**config.mk**
```make
export PLATFORM = sky130hd
export DESIGN_NAME = caf_sweep_ctrl
export DESIGN_NICKNAME = d
export VERILOG_FILES = /design/src/rtl/caf_sweep_ctrl.sv
export SDC_FILE = /design/constraint.sdc
export NUM_CORES = 1
export LEC_CHECK = 0
export ABC_AREA = 1
export CAP_MARGIN = 20
export CORE_MARGIN = 2
export CORE_UTILIZATION = 55
export CTS_CLUSTER_DIAMETER = 50
export DETAILED_ROUTE_END_ITERATION = 7
export PLACE_DENSITY = 0.84
export SKIP_LAST_GASP = 1
export SLEW_MARGIN = 20
export SYNTH_ARGS = -nofsm -noshare
export SYNTH_HDL_FRONTEND = slang
export SYNTH_SLANG_ARGS = --single-unit
export TNS_END_PERCENT = 1
```
**constraint.sdc**
```tcl
create_clock -name clk -period 5.25 [get_ports clk]
set_input_delay 1.05 -clock clk [delete_from_list [all_inputs] [get_ports clk]]
set_output_delay 1.05 -clock clk [all_outputs]
set_load 0.03 [all_outputs]
```
**src/rtl/caf_sweep_ctrl.sv**
```systemverilog
// rtl/caf_sweep_ctrl.sv - Doppler-bin sweep sequencer driving one caf_slice
//
// Purpose: steps one correlator slice across 2*num_bins-1 Doppler bins
// (k=0..num_bins-1 positive, then k=1..num_bins-1 negative). For each bin it
// programs freq_step/neg_shift, gates exactly `length` sample handshakes into
// the slice, waits for the peak result and keeps the best (max, lag, bin, sign).
//
// Ports:
//   clk, rst                    clock, synchronous active-high reset
//   start, freq_base, freq_inc  sweep request and frequency plan (latched)
//   busy, done                  sweep in progress / one-cycle completion pulse
//   src_tvalid, src_tready      sample source handshake
//   slice_freq_step/neg_shift   per-bin slice programming
//   slice_m_tvalid/s_tready     sample path into the slice
//   slice_res_tvalid/tready,
//   slice_out_max, slice_index  peak result from the slice
//   best_max/index/bin/neg      winning result of the last sweep
//   timeout_err                 sticky result-watchdog flag
//
// Optional feature: define CAF_SWEEP_TIMEOUT_EN to enable the result watchdog
// (bins whose result never arrives within timeout_cycles are skipped).

module caf_sweep_ctrl #(
  parameter int phase_bits          = 10,
  parameter int length              = 5,
  parameter int length_counter_bits = 3,
  parameter int out_max_bits        = 5,
  parameter int num_bins            = 4,
  parameter int bin_bits            = 3,
  parameter int timeout_cycles      = 64
) (
  input  logic                           clk,
  input  logic                           rst,
  input  logic                           start,
  input  logic [phase_bits-1:0]          freq_base,
  input  logic [phase_bits-1:0]          freq_inc,
  output logic                           busy,
  output logic                           done,
  input  logic                           src_tvalid,
  output logic                           src_tready,
  output logic [phase_bits-1:0]          slice_freq_step,
  output logic                           slice_neg_shift,
  output logic                           slice_m_tvalid,
  input  logic                           slice_s_tready,
  input  logic                           slice_res_tvalid,
  input  logic [out_max_bits-1:0]        slice_out_max,
  input  logic [length_counter_bits-1:0] slice_index,
  output logic                           slice_res_tready,
  output logic [out_max_bits-1:0]        best_max,
  output logic [length_counter_bits-1:0] best_index,
  output logic [bin_bits-1:0]            best_bin,
  output logic                           best_neg,
  output logic                           timeout_err
);

  localparam int CNT_W = $clog2(length + 1);
  localparam logic [CNT_W-1:0]    LAST_HS = CNT_W'(length - 1);
  localparam logic [bin_bits-1:0] LAST_K  = bin_bits'(num_bins - 1);

  typedef enum logic [2:0] {
    S_IDLE, S_LOAD, S_FEED, S_WAIT, S_CMP, S_NEXT, S_DONE
  } state_t;

  state_t                         state_q, state_d;
  logic [phase_bits-1:0]          base_q, base_d;
  logic [phase_bits-1:0]          inc_q, inc_d;
  logic [phase_bits-1:0]          cur_freq_q, cur_freq_d;
  logic [bin_bits-1:0]            k_q, k_d;
  logic                           neg_q, neg_d;
  logic [phase_bits-1:0]          freq_out_q, freq_out_d;
  logic                           neg_out_q, neg_out_d;
  logic [CNT_W-1:0]               hs_cnt_q, hs_cnt_d;
  logic [out_max_bits-1:0]        res_max_q, res_max_d;
  logic [length_counter_bits-1:0] res_idx_q, res_idx_d;
  logic [out_max_bits-1:0]        best_max_q, best_max_d;
  logic [length_counter_bits-1:0] best_idx_q, best_idx_d;
  logic [bin_bits-1:0]            best_bin_q, best_bin_d;
  logic                           best_neg_q, best_neg_d;
  logic                           best_valid_q, best_valid_d;
  logic                           last_bin;

`ifdef CAF_SWEEP_TIMEOUT_EN
  localparam int TO_W = $clog2(timeout_cycles + 1);
  localparam logic [TO_W-1:0] TO_LAST = TO_W'(timeout_cycles - 1);
  logic [TO_W-1:0] wait_cnt_q, wait_cnt_d;
  logic            timeout_q, timeout_d;
`endif

  // Zero bin is visited only once, so the sweep ends on the last negative bin
  // (or on k=0 when there is only the zero bin).
  assign last_bin = (k_q == LAST_K) && (neg_q || (num_bins == 1));

  always_comb begin
    state_d      = state_q;
    base_d       = base_q;
    inc_d        = inc_q;
    cur_freq_d   = cur_freq_q;
    k_d          = k_q;
    neg_d        = neg_q;
    freq_out_d   = freq_out_q;
    neg_out_d    = neg_out_q;
    hs_cnt_d     = hs_cnt_q;
    res_max_d    = res_max_q;
    res_idx_d    = res_idx_q;
    best_max_d   = best_max_q;
    best_idx_d   = best_idx_q;
    best_bin_d   = best_bin_q;
    best_neg_d   = best_neg_q;
    best_valid_d = best_valid_q;
`ifdef CAF_SWEEP_TIMEOUT_EN
    wait_cnt_d   = wait_cnt_q;
    timeout_d    = timeout_q;
`endif
    case (state_q)
      S_IDLE: begin
        if (start) begin
          base_d       = freq_base;
          inc_d        = freq_inc;
          cur_freq_d   = freq_base;
          k_d          = '0;
          neg_d        = 1'b0;
          best_max_d   = '0;
          best_idx_d   = '0;
          best_bin_d   = '0;
          best_neg_d   = 1'b0;
          best_valid_d = 1'b0;
`ifdef CAF_SWEEP_TIMEOUT_EN
          timeout_d    = 1'b0;
`endif
          state_d      = S_LOAD;
        end
      end
      S_LOAD: begin
        freq_out_d = cur_freq_q;
        neg_out_d  = neg_q;
        hs_cnt_d   = '0;
        state_d    = S_FEED;
      end
      S_FEED: begin
        if (src_tvalid && slice_s_tready) begin
          if (hs_cnt_q == LAST_HS) begin
`ifdef CAF_SWEEP_TIMEOUT_EN
            wait_cnt_d = '0;
`endif
            state_d = S_WAIT;
          end else begin
            hs_cnt_d = hs_cnt_q + 1'b1;
          end
        end
      end
      S_WAIT: begin
        if (slice_res_tvalid) begin
          res_max_d = slice_out_max;
          res_idx_d = slice_index;
          state_d   = S_CMP;
        end
`ifdef CAF_SWEEP_TIMEOUT_EN
        else if (wait_cnt_q == TO_LAST) begin
          // Result never came: flag it and skip this bin without comparing.
          timeout_d = 1'b1;
          state_d   = S_NEXT;
        end else begin
          wait_cnt_d = wait_cnt_q + 1'b1;
        end
`endif
      end
      S_CMP: begin
        // Strictly greater: ties keep the earlier bin.
        if (!best_valid_q || (res_max_q > best_max_q)) begin
          best_max_d = res_max_q;
          best_idx_d = res_idx_q;
          best_bin_d = k_q;
          best_neg_d = neg_q;
        end
        best_valid_d = 1'b1;
        state_d      = S_NEXT;
      end
      S_NEXT: begin
        if (last_bin) begin
          state_d = S_DONE;
        end else begin
          if (!neg_q && (k_q == LAST_K)) begin
            // Turn around to the negative side, starting at k=1.
            k_d        = bin_bits'(1);
            neg_d      = 1'b1;
            cur_freq_d = base_q + inc_q;
          end else begin
            k_d        = k_q + 1'b1;
            cur_freq_d = cur_freq_q + inc_q;
          end
          state_d = S_LOAD;
        end
      end
      S_DONE:  state_d = S_IDLE;
      default: state_d = S_IDLE;
    endcase
  end

  always_ff @(posedge clk) begin
    if (rst) begin
      state_q      <= S_IDLE;
      base_q       <= '0;
      inc_q        <= '0;
      cur_freq_q   <= '0;
      k_q          <= '0;
      neg_q        <= 1'b0;
      freq_out_q   <= '0;
      neg_out_q    <= 1'b0;
      hs_cnt_q     <= '0;
      res_max_q    <= '0;
      res_idx_q    <= '0;
      best_max_q   <= '0;
      best_idx_q   <= '0;
      best_bin_q   <= '0;
      best_neg_q   <= 1'b0;
      best_valid_q <= 1'b0;
`ifdef CAF_SWEEP_TIMEOUT_EN
      wait_cnt_q   <= '0;
      timeout_q    <= 1'b0;
`endif
    end else begin
      state_q      <= state_d;
      base_q       <= base_d;
      inc_q        <= inc_d;
      cur_freq_q   <= cur_freq_d;
      k_q          <= k_d;
      neg_q        <= neg_d;
      freq_out_q   <= freq_out_d;
      neg_out_q    <= neg_out_d;
      hs_cnt_q     <= hs_cnt_d;
      res_max_q    <= res_max_d;
      res_idx_q    <= res_idx_d;
      best_max_q   <= best_max_d;
      best_idx_q   <= best_idx_d;
      best_bin_q   <= best_bin_d;
      best_neg_q   <= best_neg_d;
      best_valid_q <= best_valid_d;
`ifdef CAF_SWEEP_TIMEOUT_EN
      wait_cnt_q   <= wait_cnt_d;
      timeout_q    <= timeout_d;
`endif
    end
  end

  assign busy             = (state_q != S_IDLE);
  assign done             = (state_q == S_DONE);
  assign src_tready       = (state_q == S_FEED) && slice_s_tready;
  assign slice_m_tvalid   = (state_q == S_FEED) && src_tvalid;
  assign slice_res_tready = (state_q == S_WAIT);
  assign slice_freq_step  = freq_out_q;
  assign slice_neg_shift  = neg_out_q;
  assign best_max         = best_max_q;
  assign best_index       = best_idx_q;
  assign best_bin         = best_bin_q;
  assign best_neg         = best_neg_q;

`ifdef CAF_SWEEP_TIMEOUT_EN
  assign timeout_err = timeout_q;
`else
  // Watchdog compiled out; timeout_cycles is kept so both builds share one interface.
  assign timeout_err = (timeout_cycles < 0);
`endif

endmodule

```
==> results of run 1 <==
## where the power goes
part / switching (µW) / internal [µW] / total (µW)
clock: 206 / 230 / 436
sequential: 72.8 / 656 / 729
combinational: 461 / 258 / 719
total: 740 / 1140 / 1880
## worst max-delay path by stage
| stage | startpoint | to | slack [ns] | cells past startpoint |
|---|---|---|---|---|
| global placement | slice_s_tready | src_tready | 1.89 | 4 |
| finish | slice_s_tready | src_tready | 1.86 | 4 |
| floorplan | k_q[0]$_SDFFE_PP0P_ | cur_freq_q[6]$_SDFFE_PP0P_ | 2.62 | 14 |
| global route | k_q[0]$_SDFFE_PP0P_ | cur_freq_q[6]$_SDFFE_PP0P_ | 1.61 | 12 |
| detailed placement | slice_s_tready | src_tready | 1.85 | 4 |
| CTS | slice_s_tready | src_tready | 1.85 | 4 |
## area by class of cell
cell class	count	area [µm²]	area share
flip-flops and latches	72	1440	0.328
clock buffers	12	145	0.0330
inverters	66	250	0.0570
multi-input cells	346	1800	0.409
well taps	77	96.3	0.0219
clock inverters	3	42.5	0.00969
repair buffers	62	618	0.141
## cell families after synthesis
logic type / Yosys count
AO/OA/AOI/OAI: 134
XOR/XNOR: 2
adder cells (fa/ha/maj): 18
buffers and inverters: 89
flip-flops: 72
other: 1
AND/OR/NAND/NOR: 191
## Yosys cell counts
cell type and number:
xor2_1 1, a311oi_1 1, buf_4 1, buf_2 6
inv_2 4, conb_1 1, o21bai_1 1, o2111ai_1 1
a31oi_1 2, nand3_2 3, nand4_1 2, or2_2 1
xnor2_1 1, o21ai_1 1, nor2_2 1, nand2_2 2
ha_1 17, nor2_1 25, a211oi_1 3, nor3_1 2
inv_1 60, o21ai_2 1, nand3b_1 1, o21ai_4 1
buf_6 4, dfxtp_1 72, clkinv_1 1, a21oi_1 75
inv_4 1, nand2_1 106, nand3_1 45, nand2_4 3
fa_1 1, buf_1 1, o21ai_0 47, clkbuf_1 11
a21o_1 1
## stage by stage
stage               std cells  area [µm²]  hold WS [ns]  setup slack [ns]
floorplan                 507        3620         0.425              2.62
global placement          623        4200         0.436              1.89
detailed placement        623        4200         0.440              1.85
CTS                       638        4390         0.452              1.85
global route              638        4390         0.473              1.61
finish                    638        4390         0.450              1.86
## critical path: cells and delay by family
| family | cells | cell delay [ns] |
|---|---|---|
| buffers and inverters | 3 | 1.18 |
| and+or+nand+nor | 1 | 0.11 |
## flip-flops by register name, indices dropped and copies added (netlist names)
| name | count |
|---|---|
| neg_q | 1 |
| cur_freq_q | 10 |
| slice_freq_step | 10 |
| res_max_q | 5 |
| hs_cnt_q | 3 |
| best_index | 3 |
| slice_neg_shift | 1 |
| inc_q | 10 |
| base_q | 10 |
| best_bin | 3 |
| best_valid_q | 1 |
| res_idx_q | 3 |
| best_neg | 1 |
| best_max | 5 |
| k_q | 3 |
| state_q | 3 |
## metal layers
metal | routed length, µm | GRT usage | vias to the layer above
met2 | 4070 | 0.406 | 113
met1 | 3910 | 0.326 | 1641
met4 | 161 | 0.101 | 0
li1 | - | - | 1761
met3 | 508 | 0.0428 | 15
met5 | 0 | 0 | -
==> impl_metrics.env, run 1 <==
export IMPL_drtIter0Drc=240
export IMPL_crit_slowest_cell="clkdlybuf4s50_1"
export IMPL_vias=3530
export IMPL_gp_congestion=0.942
export IMPL_final_util=0.692
export IMPL_yosysWarnings=0
export IMPL_synth_top_cells_by_area="dfxtp_1 40%, nand2_1 11%, a21oi_1 10%, o21ai_0 6.5%, inv_1 6.2%"
export IMPL_min_period_ns=3.39
export IMPL_cp_max_fo=2
export IMPL_required_ns=4.20
export IMPL_wire_per_inst_um=13.6
export IMPL_first_pass_iters=6
export IMPL_r2r_start="k_q[0]$_SDFFE_PP0P_"
export IMPL_hold_viol_final=0
export IMPL_hold_path_class="flip-flop to flip-flop"
export IMPL_ant_nets=0
export IMPL_ctsResizeCount=0
export IMPL_rows=29
export IMPL_start_util=0.570
export IMPL_critPathKind="input pin to primary output"
export IMPL_viasPerCell=5.53
export IMPL_final_cell_mix="106 x nand2_1, 75 x a21oi_1, 72 x dfxtp_1"
export IMPL_synthSimpleGateAreaFrac=0.231
export IMPL_crit_top_cell="clkdlybuf4s50_1"
export IMPL_rsz0062_at_grt="no"
export IMPL_max_stage_delay_ns=0.68
export IMPL_setup_tns_ns=0
export IMPL_worstHoldStart="slice_freq_step[4]$_SDFFE_PP0N_"
export IMPL_ys_seq_area_frac=0.398
export IMPL_slew_headroom=0.429
export IMPL_post_synth_cell_area_avg_um2=7.13
export IMPL_die_h_um=85.1
export IMPL_cap_viol_max_count=0
export IMPL_max_freq_mhz=295
export IMPL_grt_total_usage=0.248
export IMPL_status="completed"
export IMPL_p_leak_uw=0.00179
export IMPL_yosys_register_bits=72
export IMPL_fillers=527
export IMPL_p_per_area_nw_per_um2=429
export IMPL_grt_max_degree=41
export IMPL_syn_nets=559
export IMPL_worst_setup_path_end_kind="primary output"
export IMPL_netlist_area_leader_share=0.398
export IMPL_synth_cells=507
export IMPL_wl_mm=8.66
export IMPL_ir_drop_mv=0.266
export IMPL_cts_setup_buffers=0
export IMPL_nets=609
export IMPL_final_common_cell="nand2_1"
export IMPL_clk_pin_slew_ns=0.07
export IMPL_syn_area_um2=3620
export IMPL_hold_buffers=0
export IMPL_die_area_um2=7240
export IMPL_setup_violations=0
export IMPL_holdPathStages=2
export IMPL_hold_end="slice_freq_step[4]$_SDFFE_PP0N_"
export IMPL_crit_chain="clkdlybuf4s50_1 -> inv_1 -> nor2_1 -> clkdlybuf4s50_1"
export IMPL_die_w_um=85.1
export IMPL_fp_coreArea_um2=6350
export IMPL_finalPower_uw=1880
export IMPL_dp_hpwl_mm=6.12
export IMPL_worst_slew_pin_slew_ns=0.855
export IMPL_muxShareOfSynthArea=0
export IMPL_fin_skew_ns=0.00993
export IMPL_slew_viol_final=0
export IMPL_synthAdderAreaFrac=0.0643
export IMPL_synthXorXnorAreaFrac=0.00484
export IMPL_r2r_slack_ns=1.87
export IMPL_synth_top_family_by_area="simple AND/OR/NAND/NOR gates"
export IMPL_overflow=0
export IMPL_area_growth_pct=21.4
export IMPL_grt_pass1_vias=3292
export IMPL_drc=0
export IMPL_antenna_found_initial=0
export IMPL_ff2ff_path_depth=12
export IMPL_io_pins=63
export IMPL_synth_compound_area_frac=0.196
export IMPL_clock_root_buffer="clkbuf_8"
export IMPL_cts_tree="built"
export IMPL_min_period_over_period=0.646
export IMPL_clkLatencyLatePin_ns=0.35
export IMPL_clock_path_buffers=2
export IMPL_grt_pass1_wl_mm=14.7
export IMPL_synth_top_cell_by_area="dfxtp_1"
export IMPL_antennaDiodeCount=0
export IMPL_clock_sinks=72
export IMPL_io_buffer_count=61
export IMPL_critPathLaunchType="input pin"
export IMPL_timing_rr_end="cur_freq_q[8]$_SDFFE_PP0P_"
export IMPL_cts_buffers=9
export IMPL_crit_arrival_ns=2.34
export IMPL_drive_gt1_frac=0.0553
export IMPL_ys_types=37
export IMPL_htreeDepth=3
Note: power is estimated with default switching activity, not from simulation.
==> run 2, diff against run 1 <==
--- a/config.mk
+++ b/config.mk
@@ -8,10 +8,10 @@
 export ABC_AREA = 1
 export CAP_MARGIN = 20
 export CORE_MARGIN = 2
-export CORE_UTILIZATION = 55
+export CORE_UTILIZATION = 48
 export CTS_CLUSTER_DIAMETER = 50
 export DETAILED_ROUTE_END_ITERATION = 7
-export PLACE_DENSITY = 0.84
+export PLACE_DENSITY = 0.77
 export SKIP_LAST_GASP = 1
 export SLEW_MARGIN = 20
 export SYNTH_ARGS = -nofsm -noshare
==> constraint.sdc (replaced) <==
create_clock -name clk -period 2.8 [get_ports clk]
set_input_delay 0.56 -clock clk [delete_from_list [all_inputs] [get_ports clk]]
set_output_delay 0.56 -clock clk [all_outputs]
set_load 0.03 [all_outputs]
==> impl_metrics.env, run 2 (same netlist as run 1, synthesis figures left out) <==
export IMPL_status="completed"
export IMPL_grt_pass1_wl_mm=15.0
export IMPL_hold_end="slice_freq_step[2]$_SDFFE_PP0N_"
export IMPL_cts_buffers=9
export IMPL_crit_arrival_ns=2.78
export IMPL_die_w_um=90.8
export IMPL_seqPwrFrac=0.369
export IMPL_cp_top_family="adder cells"
export IMPL_ant_nets=0
export IMPL_drive_gt1_frac=0.0705
export IMPL_clock_root_buffer="clkbuf_8"
export IMPL_io_pins=63
export IMPL_wl_mm=8.72
export IMPL_dp_hpwl_mm=6.22
export IMPL_ir_drop_mv=0.302
export IMPL_p_per_area_nw_per_um2=816
export IMPL_p_leak_uw=0.00182
export IMPL_grt_total_usage=0.223
export IMPL_fin_area_um2=4500
export IMPL_setup_tns_ns=0
export IMPL_cts_tree="built"
export IMPL_hold_path_class="flip-flop to flip-flop"
export IMPL_place_area_um2=4270
export IMPL_pre_cts_slack_ns=0.0837
export IMPL_min_period_ns=2.56
export IMPL_required_ns=3.03
export IMPL_worst_setup_path_end_kind="flip-flop"
export IMPL_slew_viol_final=0
export IMPL_setup_violations=0
export IMPL_fin_ws_ns=0.242
export IMPL_grt_max_degree=40
export IMPL_combPwrFrac=0.376
export IMPL_holdPathStages=2
export IMPL_clock_path_buffers=2
export IMPL_wire_per_inst_um=13.1
export IMPL_gp_congestion=0.909
export IMPL_fp_coreArea_um2=7290
export IMPL_final_common_cell="nand2_1"
export IMPL_swShare=0.386
export IMPL_die_h_um=90.8
export IMPL_viasPerCell=5.18
export IMPL_critPathLaunchType="flip-flop"
export IMPL_crit_slowest_cell="fa_1"
export IMPL_final_cell_mix="106 x nand2_1, 75 x a21oi_1, 72 x dfxtp_1"
export IMPL_rows=31
export IMPL_timing_rr_end="cur_freq_q[6]$_SDFFE_PP0P_"
export IMPL_first_pass_iters=5
export IMPL_cap_viol_max_count=0
export IMPL_critPathBufInv=1
export IMPL_ff2ff_path_depth=12
export IMPL_p_switching_uw=1420
export IMPL_worstHoldStart="slice_freq_step[2]$_SDFFE_PP0N_"
export IMPL_vias=3447
export IMPL_hold_viol_final=0
export IMPL_drc=0
export IMPL_hold_buffers=0
export IMPL_worst_slew_pin_slew_ns=0.812
export IMPL_overflow=0
export IMPL_clock_sinks=72
export IMPL_r2r_start="k_q[0]$_SDFFE_PP0P_"
export IMPL_grt_pass1_vias=3232
export IMPL_max_freq_mhz=391
export IMPL_drtIter0Drc=141
export IMPL_clkLatencyLatePin_ns=0.35
export IMPL_cp_max_fo=7
export IMPL_r2r_slack_ns=0.24
export IMPL_crit_chain="ha_1 -> nand3_2 -> o21ai_0 -> ha_1 -> inv_1 -> fa_1 -> o21ai_1 -> nand2_1 -> nand3_1 -> nand2_1 -> o21ai_0 -> a21oi_1"
export IMPL_start_util=0.496
export IMPL_internal_power_uw=2260
export IMPL_clk_pin_slew_ns=0.08
export IMPL_die_area_um2=8250
export IMPL_slew_headroom=0.457
export IMPL_fin_skew_ns=0.00902
export IMPL_area_growth_pct=24.5
export IMPL_antenna_found_initial=0
export IMPL_io_buffer_count=61
export IMPL_rsz0062_at_grt="no"
export IMPL_timing_hold_ws_ns=0.443
export IMPL_htreeDepth=3
export IMPL_antennaDiodeCount=0
export IMPL_power_clock_fraction=0.256
export IMPL_min_period_over_period=0.914
export IMPL_nets=614
export IMPL_max_stage_delay_ns=0.41
export IMPL_critPathKind="flip-flop to flip-flop"
==> run 2: cell count changes in the layout (fill, tap and decap cells not counted), sizes merged <==
cell | before | now
buf | 1 | 6
bufinv | 1 | 2
clkbuf | 12 | 10
clkinv | 2 | 1
clkinvlp | 1 | 3
inv | 65 | 66
==> run 2: cell type report <==
cell class | instances | area, µm²
Clock inverter | 6 | 91.3
Tap cell | 99 | 124
Multi-Input combinational cell | 346 | 1800
Fill cell | 702 | 2790
Sequential cell | 72 | 1440
Timing Repair Buffer | 67 | 656
Clock buffer | 10 | 138
Inverter | 66 | 250
==> run 2: through the flow <==
step / instances / util / total power [µW]
after global routing: 666 / 0.618 / 3930
after global placement: 650 / 0.585 / 2710
after floorplan: 507 / - / 2340
final: 666 / 0.618 / 3670
after detailed placement: 650 / 0.585 / 2740
after CTS: 666 / 0.617 / 3680
==> run 2: how the worst max path moves through the flow <==
stage | start | endpoint | slack [ns] | cells after the start
final | k_q[0]$_SDFFE_PP0P_ | cur_freq_q[6]$_SDFFE_PP0P_ | 0.24 | 12
after global routing | k_q[0]$_SDFFE_PP0P_ | cur_freq_q[6]$_SDFFE_PP0P_ | 0.04 | 12
after CTS | k_q[0]$_SDFFE_PP0P_ | cur_freq_q[6]$_SDFFE_PP0P_ | 0.06 | 12
after detailed placement | k_q[0]$_SDFFE_PP0P_ | cur_freq_q[6]$_SDFFE_PP0P_ | 0.08 | 12
after global placement | k_q[0]$_SDFFE_PP0P_ | cur_freq_q[6]$_SDFFE_PP0P_ | 0.21 | 12
after floorplan | k_q[0]$_SDFFE_PP0P_ | cur_freq_q[6]$_SDFFE_PP0P_ | 0.17 | 14
==> run 2: power groups by stage <==
stage,clock [µW],combinational (µW),sequential (µW)
final,939,1380,1350
after global placement,0,1340,1370
after floorplan,0,878,1470
after detailed placement,0,1360,1380
after global routing,1000,1540,1390
after CTS,945,1380,1350
==> run 2: worst register-to-register path, stage by stage (launching register included) <==
cell,delay [ns]
dfxtp_1,0.38
ha_1,0.26
nand3_2,0.17
o21ai_0,0.20
ha_1,0.23
inv_1,0.07
fa_1,0.41
o21ai_1,0.26
nand2_1,0.11
nand3_1,0.08
nand2_1,0.05
o21ai_0,0.15
a21oi_1,0.08
==> run 2: layer usage <==
metal / global-route usage / wire length [µm]
met5: 0 / 0
met4: 0.0934 / 197
met3: 0.0334 / 499
met2: 0.350 / 3900
met1: 0.305 / 4120
==> run 2: repair_timing <==
item	CTS	global route
setup endpoints to repair	0	5
resized for setup	0	2
buffers inserted	0	0
==> run 3, diff against run 2 <==
--- a/config.mk
+++ b/config.mk
@@ -10,6 +10,7 @@
 export CORE_MARGIN = 2
 export CORE_UTILIZATION = 48
 export CTS_CLUSTER_DIAMETER = 50
+export CTS_CLUSTER_SIZE = 24
 export DETAILED_ROUTE_END_ITERATION = 7
 export PLACE_DENSITY = 0.77
 export SKIP_LAST_GASP = 1
==> constraint.sdc (replaced) <==
create_clock -name clk -period 2.8 [get_ports clk]
set_input_delay 0.56 -clock clk [delete_from_list [all_inputs] [get_ports clk]]
set_output_delay 0.56 -clock clk [all_outputs]
set_load 0.02 [all_outputs]
==> impl_metrics.env, run 3 (same netlist as run 1, synthesis figures left out) <==
export IMPL_ant_nets=0
export IMPL_min_period_over_period=0.907
export IMPL_clock_sinks=72
export IMPL_clk_pin_slew_ns=0.07
export IMPL_area_growth_pct=23.3
export IMPL_holdPathStages=2
export IMPL_worst_slew_pin_slew_ns=0.807
export IMPL_grt_total_usage=0.219
export IMPL_wl_mm=8.54
export IMPL_fp_coreArea_um2=7290
export IMPL_gp_congestion=0.892
export IMPL_hold_path_class="flip-flop to flip-flop"
export IMPL_antennaDiodeCount=0
export IMPL_critPathLaunchType="flip-flop"
export IMPL_drc=0
export IMPL_slew_headroom=0.461
export IMPL_die_w_um=90.8
export IMPL_r2r_start="k_q[0]$_SDFFE_PP0P_"
export IMPL_route_met2_wl_mm=3.80
export IMPL_timing_rr_end="cur_freq_q[6]$_SDFFE_PP0P_"
export IMPL_overflow=0
export IMPL_htreeDepth=3
export IMPL_finalPower_uw=3460
export IMPL_critPathKind="flip-flop to flip-flop"
export IMPL_ir_drop_mv=0.372
export IMPL_ff2ff_path_depth=12
export IMPL_topRoutingLayerUsed="met4"
export IMPL_hold_viol_final=0
export IMPL_min_period_ns=2.54
export IMPL_dp_hpwl_mm=6.29
export IMPL_clock_path_buffers=2
export IMPL_cts_tree="built"
export IMPL_max_freq_mhz=394
export IMPL_dr_wl_met3_um=470
export IMPL_slew_viol_final=0
export IMPL_setup_tns_ns=0
export IMPL_final_util=0.612
export IMPL_viasPerCell=5.17
export IMPL_nets=614
export IMPL_drt_met1_wl_mm=4.13
export IMPL_fillers=724
export IMPL_cts_buffers=9
export IMPL_placed_cells_incl_taps=650
export IMPL_grt_pass1_vias=3177
export IMPL_required_ns=3.01
export IMPL_cp_max_fo=5
export IMPL_p_leak_uw=0.00181
export IMPL_worst_setup_path_end_kind="flip-flop"
export IMPL_clkLatencyLatePin_ns=0.35
export IMPL_cp_startpoint="k_q[0]$_SDFFE_PP0P_"
export IMPL_clock_root_buffer="clkbuf_8"
export IMPL_setup_violations=0
export IMPL_start_util=0.496
export IMPL_status="completed"
export IMPL_antenna_found_initial=0
export IMPL_io_buffer_count=61
export IMPL_cap_viol_max_count=0
export IMPL_grt_max_degree=40
export IMPL_worstHoldStart="slice_freq_step[7]$_SDFFE_PP0N_"
export IMPL_fin_skew_ns=0.0138
export IMPL_crit_arrival_ns=2.75
export IMPL_io_pins=63
export IMPL_grt_pass1_wl_mm=14.8
export IMPL_fin_cells=666
export IMPL_wire_per_inst_um=12.8
export IMPL_rows=31
export IMPL_first_pass_iters=5
export IMPL_rsz0062_at_grt="no"
export IMPL_hold_end="slice_freq_step[7]$_SDFFE_PP0N_"
export IMPL_r2r_slack_ns=0.26
export IMPL_drive_gt1_frac=0.0688
export IMPL_p_per_area_nw_per_um2=775
export IMPL_die_area_um2=8250
export IMPL_final_common_cell="nand2_1"
export IMPL_final_cell_mix="106 x nand2_1, 75 x a21oi_1, 72 x dfxtp_1"
export IMPL_vias=3441
export IMPL_drtIter0Drc=181
export IMPL_die_h_um=90.8
-- run 3: where the power goes --
part	switching, µW	internal [µW]	total [µW]
logic	805	499	1300
clock network	387	407	794
registers	128	1230	1360
total	1320	2140	3460
-- run 3: through the flow --
step / hold slack [ns] / setup slack [ns] / cell area [µm²]
5_1_grt: 0.475 / 0.0282 / 4460
2_1_floorplan: 0.425 / 0.170 / 3620
3_3_place_gp: 0.432 / 0.278 / 4270
3_5_place_dp: 0.437 / 0.151 / 4270
4_1_cts: 0.447 / 0.0926 / 4460
6_report: 0.445 / 0.261 / 4460
-- run 3: per-layer routing --
metal	vias up	track usage
met3	13	0.0367
met5	-	0
met4	0	0.0896
met2	111	0.335
li1	1770	-
met1	1547	0.306
-- run 3: final cells by class --
type,instances,area (µm²),area share
Inverter,66,250,0.0561
Timing Repair Buffer,67,656,0.147
Multi-Input combinational cell,346,1800,0.404
Clock buffer,10,128,0.0286
Clock inverter,6,60.1,0.0135
Tap cell,99,124,0.0278
Sequential cell,72,1440,0.323
-- run 3: worst max path at each step --
| stage | endpoint | slack (ns) | cells past startpoint |
|---|---|---|---|
| after floorplan | cur_freq_q[6]$_SDFFE_PP0P_ | 0.17 | 14 |
| after global placement | cur_freq_q[6]$_SDFFE_PP0P_ | 0.28 | 12 |
| after detailed placement | cur_freq_q[6]$_SDFFE_PP0P_ | 0.15 | 12 |
| after CTS | cur_freq_q[6]$_SDFFE_PP0P_ | 0.09 | 12 |
| after global routing | cur_freq_q[6]$_SDFFE_PP0P_ | 0.03 | 12 |
| final | cur_freq_q[6]$_SDFFE_PP0P_ | 0.26 | 12 |
-- run 3: critical path, cell delays in order, from the launching register on --
cell and delay, ns:
dfxtp_1 0.37, ha_1 0.24, nand3_1 0.18, o21ai_0 0.20
ha_1 0.23, inv_1 0.07, fa_1 0.42, o21ai_2 0.22
nand2_1 0.10, nand3_1 0.08, nand2_1 0.06, o21ai_0 0.16
a21oi_1 0.08
-- run 3: what timing repair did --
action / 4_1_cts / 5_1_grt
resized for setup: 0 / 2
setup buffers: 0 / 0
hold buffers: 0 / 0
setup endpoints to repair: 0 / 2
